$ cat src/rtl/key_pkg.sv
// Shared types and constants for the key event path: key count, key index type,
// arbiter reset pointer and the round-robin pick helper.
package key_pkg;

    localparam int NUM_KEYS = 4;

    typedef logic [1:0] key_idx_t;

    // Pointer reset to the last key so key 0 has first priority after reset.
    localparam key_idx_t RR_PTR_RST = 2'd3;

    // First requesting key found scanning from ptr+1 upward, wrapping mod NUM_KEYS.
    function automatic key_idx_t rr_pick(input logic [NUM_KEYS-1:0] req, input key_idx_t ptr);
        key_idx_t idx;
        key_idx_t win;
        logic     found;
        win   = ptr;
        found = 1'b0;
        for (int i = 1; i <= NUM_KEYS; i++) begin
            idx = ptr + key_idx_t'(i);
            if (!found && req[idx]) begin
                win   = idx;
                found = 1'b1;
            end
        end
        return win;
    endfunction

endpackage

$ cat src/rtl/key_lock_timer.sv
// Per-key lockout counter: start loads LOCK_CYCLES, then it counts down to zero.
// The key is locked for the LOCK_CYCLES cycles following the start pulse.
module key_lock_timer #(
    parameter int LOCK_CYCLES = 1_000_000,
    parameter int CNT_W       = $clog2(LOCK_CYCLES + 1)
) (
    input  logic clk,
    input  logic rst,
    input  logic start,
    output logic locked
);

    localparam logic [CNT_W-1:0] LOAD_VAL = CNT_W'(LOCK_CYCLES);

    logic [CNT_W-1:0] cnt;

    always_ff @(posedge clk) begin
        if (rst) begin
            cnt <= '0;
        end else if (start) begin
            cnt <= LOAD_VAL;
        end else if (cnt != '0) begin
            cnt <= cnt - CNT_W'(1);
        end
    end

    assign locked = (cnt != '0);

endmodule

$ cat src/rtl/key_event_arbiter.sv
// Debounced key press pulses -> one-deep pending slot per key -> round-robin
// arbitration onto a registered valid/ready event port.
module key_event_arbiter
    import key_pkg::*;
#(
    parameter int LOCK_CYCLES = 1_000_000,
    parameter int CNT_W       = $clog2(LOCK_CYCLES + 1)
) (
    input  logic       clk,
    input  logic       rst,
    input  logic [3:0] press,
    output logic       evt_valid,
    output logic [1:0] evt_key,
    input  logic       evt_ready,
    output logic [3:0] pending,
    output logic [3:0] ovf,
    input  logic       ovf_clr
);

    // Handshake: an event transfers on a cycle with evt_valid && evt_ready; while
    // evt_valid is high and evt_ready low, evt_valid and evt_key hold stable.

    logic [3:0] locked;
    logic [3:0] accept;
    logic [3:0] grant;
    logic [3:0] overflow;
    logic       load;
    key_idx_t   winner;
    key_idx_t   rr_ptr;

    for (genvar k = 0; k < NUM_KEYS; k++) begin : g_lock
        key_lock_timer #(
            .LOCK_CYCLES(LOCK_CYCLES),
            .CNT_W      (CNT_W)
        ) u_lock (
            .clk   (clk),
            .rst   (rst),
            .start (accept[k]),
            .locked(locked[k])
        );
    end

    always_comb begin
        load   = !evt_valid || evt_ready;
        winner = rr_pick(pending, rr_ptr);
        accept = press & ~locked;
        grant  = '0;
        if (load && (pending != '0)) begin
            grant[winner] = 1'b1;
        end
        // A slot being granted this cycle is free to take the new press.
        overflow = accept & pending & ~grant;
    end

    always_ff @(posedge clk) begin
        if (rst) begin
            pending   <= '0;
            ovf       <= '0;
            evt_valid <= 1'b0;
            evt_key   <= '0;
            rr_ptr    <= RR_PTR_RST;
        end else begin
            pending <= (pending & ~grant) | accept;
            ovf     <= (ovf_clr ? 4'b0000 : ovf) | overflow;
            if (load) begin
                if (pending != '0) begin
                    evt_valid <= 1'b1;
                    evt_key   <= winner;
                    rr_ptr    <= winner;
                end else begin
                    evt_valid <= 1'b0;
                end
            end
        end
    end

endmodule
$ cat config.mk
export PLATFORM = sky130hd
export DESIGN_NAME = key_event_arbiter
export DESIGN_NICKNAME = d
export VERILOG_FILES = /design/src/rtl/key_pkg.sv /design/src/rtl/key_lock_timer.sv /design/src/rtl/key_event_arbiter.sv
export SDC_FILE = /design/constraint.sdc
export NUM_CORES = 1
export LEC_CHECK = 0
export CORE_UTILIZATION = 60
export DETAILED_ROUTE_END_ITERATION = 12
export PLACE_DENSITY = 0.79
export SLEW_MARGIN = 20
export SYNTH_ARGS = -nofsm -noshare
export SYNTH_HDL_FRONTEND = slang
export SYNTH_SLANG_ARGS = --single-unit
$ cat constraint.sdc
create_clock -name clk -period 2.75 [get_ports clk]
set_input_delay 0.825 -clock clk [delete_from_list [all_inputs] [get_ports clk]]
set_output_delay 0.825 -clock clk [all_outputs]
set_load 0.005 [all_outputs]
==> impl_results.md <==
* Max_cap viols at 0
* Clk slew on worst S/H paths at 0.09 ns
* Met3 wire length at 354 um
* Crit path launch type: register
* Layout cell share with drive strength beyond 1 at 8.32%
* DRC at 0
* Placer Congestion at 0.876
* WP data arrival at 2.72 ns
* Resized cells post-CTS at 0
* Wire length on met1 at 4.58 mm
* Hold Path Origin: g_lock[0].u_lock.cnt[6]
* Wire length per cell at 14.3 um
* Status: complete, no violations
* Clk network pwr share at 11.3%
* FF-to-FF End: g_lock[1].u_lock.cnt[3]
* Pre-antenna DRT Iters at 5
* Worst Hold Depth at 1
* CP delay by family, top: simple AND/OR/NAND/NOR gates
* Post-Syn Area at 4590 sq um
* Synth unique cells at 56
* #FFs+latches synth at 93
* Switching power summed over all nets at 3.38 mW
* Required @ worst endpoint at 3.00 ns
* Clk Latency, worst-skew pair at 0.36 ns
* CTS Hold Bufs at 0
* Worst path depth at 7
* Post-Syn Nets at 560
* Antenna violations before repair at 0
* Final slew viol count at 0
* Io pins at 19
* Least-Margin Pin Slew at 0.591 ns
* Met2 WL post-DR at 4.66 mm
* Slowest stage cell, crit path: or4b_1
* Peak Freq at 404 MHz
* Commonest non-fill, non-tap cell in the layout: dfxtp_1
* ANT cells at 0
* Critical setup path kind: register to register
* Final min period at 2.48 ns
* Ys Warns at 0
* Pin count of the biggest net entering global routing at 22
* Critical path endpoint category: register
* Overall Power at 7.35 mW
* Vias per cell at 6.07
* Top FF cell, synth: dfxtp_1
* Worst slew margin at 59.6%
* Mean area per synthesized cell at 8.37 sq um
* Initial core utilization at 62.6%
* FFs w/ async S/R, synth at 0%
* Via count at 4101
* Vias in the first global route at 3717
* Placed instance area at 4900 sq um
* Final Hold Vio Count at 0
* Pwr per Cell Area at 1450 nW/um^2
* Seq pwr share at 32.4%
* Worst Clk Skew at 0.00594 ns
* Dpl cells at 661
* Total wire length at 9.67 mm
* Syn Inst Count at 548
* CTS Buf Count at 9
* Post-synth EDFFs at 0
* Worst Hold Path EP: g_lock[0].u_lock.cnt[6]
* Reg-to-reg slack, setup at 0.27 ns
* CTS H-Tree Depth at 3
* Non-filler cells, final at 676
* Gr usage total at 25.8%
* Worst Reg-to-Reg Cells at 7
* Number of nets with antenna violations after detailed routing at 0
* Post-Route Setup TNS at 0 ns
* Iteration-0 DRC Markers at 186
* Internal at 3.96 mW
* Setup violations, final at 0
* Unrepaired setup endpoints after global routing: no
* Uppermost routed layer: met4
* Worst Path Max Fanout at 12
* Final layout net count at 585
* Grt total ovfl at 0
* Die area at 8000 sq um
* PortBufs at 18
* Clock buffer depth at 2
* Share of the yosys chip area belonging to registers at 40.6%
* Root Buffer Master: clkbuf_8
* DPL Wire Length at 6.90 mm
* Area grow syn2layout at 10.6%
* Worst Hold Class: register to register
* First-pass GRT wire length at 16.1 mm
* Peak VDD IR at 865 uV
* Row Count at 31
* Chip Width at 89.5 um
* Comb pwr share at 56.3%
* Final period util at 90.1%
* Clock sinks at 93
* Number of buffers added for setup after CTS at 0
* CTS tree: built
* Die height at 89.5 um
* Core area at 7330 sq um
* Longest individual stage delay on the worst path at 0.60 ns
* Lkg Pwr at 1.87 nW
* Fin area at 5070 sq um
* Switching Fraction at 46.0%
* Worst r2r src: g_lock[1].u_lock.cnt[0]
* Commonest cells after routing, fill and taps aside: dfxtp_1 (93), nor2_1 (91), a21oi_1 (37)
* CP Buf/Inv Count at 1
* Critical path cell sequence: inv_1 -> ha_1 -> or4b_1 -> nor4_2 -> nand4_1 -> nand2_1 -> nor2_1
==> final cells by class <==
class,count,area [sq um]
multi-input combinational,423,2590
tap,99,124
sequential,93,1860
timing repair buffer,29,258
clock inverter,5,36.3
fill,612,2260
inverter,17,63.8
clock buffer,10,138
==> worst max path at each step <==
stage	from	endpoint	slack (ns)
finish	g_lock[1].u_lock.cnt[0]	g_lock[1].u_lock.cnt[3]	0.27
global route	g_lock[1].u_lock.cnt[0]	g_lock[1].u_lock.cnt[15]	0.03
CTS	g_lock[1].u_lock.cnt[0]	g_lock[1].u_lock.cnt[18]	0.28
detailed placement	evt_ready	pending[3]	0.31
global placement	press[2]	g_lock[2].u_lock.cnt[13]	0.34
floorplan	g_lock[1].u_lock.cnt[0]	g_lock[1].u_lock.cnt[0]	0.46
==> logic make-up after synthesis <==
kind of cell | share of synthesized area, %
and+or+nand+nor | 30.6
adders and majority gates | 1.09
muxes | 1.77
DFF | 40.6
AOI/OAI and AO/OA | 16.7
xor gates and xnor gates | 6.30
buffers and inverters | 2.92
==> Yosys cell counts (all sizes together) (4+ instances only) <==
library cell	count	area [sq um]
a211oi	23	178
a21oi	37	185
a311oi	9	78.8
a31oi	4	25.0
and3	4	25.0
buf	6	36.3
clkbuf	9	33.8
dfxtp	93	1860
ha	4	50.1
inv	16	60.1
mux2i	7	70.1
nand2	29	109
nand2b	9	56.3
nand3	8	40.0
nand3b	5	37.5
nand4	9	56.3
nor2	91	342
nor3	30	155
nor4	20	180
o211ai	10	75.1
o21ai	18	90.1
or2	8	52.6
or3	20	125
or4	13	101
xnor2	22	193
xor2	11	96.3
==> per-layer routing <==
metal | global-route usage (%) | up-vias
met4 | 9.24 | 0
li1 | - | 2063
met2 | 43.2 | 83
met3 | 6.19 | 9
met5 | 0 | -
met1 | 32.5 | 1946
==> state kept, by name (all words and copies together), names as in the netlist <==
name,count
evt_key,2
evt_valid,1
g_lock.u_lock.cnt,80
ovf,4
pending,4
rr_ptr,2
==> per-stage QoR <==
step / hold WS [ns] / worst slack [ns] / util (%)
final: 0.474 / 0.272 / 69.2
after global placement: 0.450 / 0.339 / 66.9
after floorplan: 0.436 / 0.461 / -
after global routing: 0.503 / 0.0317 / 69.2
after detailed placement: 0.457 / 0.309 / 66.9
after CTS: 0.474 / 0.284 / 69.2
==> power by group through the flow <==
stage	Combinational (mW)	Clock [mW]	Sequential, mW
2_1_floorplan	3.27	0	2.28
3_3_place_gp	3.96	0	2.37
3_5_place_dp	4.08	0	2.39
4_1_cts	4.11	0.851	2.36
5_1_grt	4.62	0.902	2.46
6_report	4.14	0.831	2.38
Power figures use the tool's default switching activity.
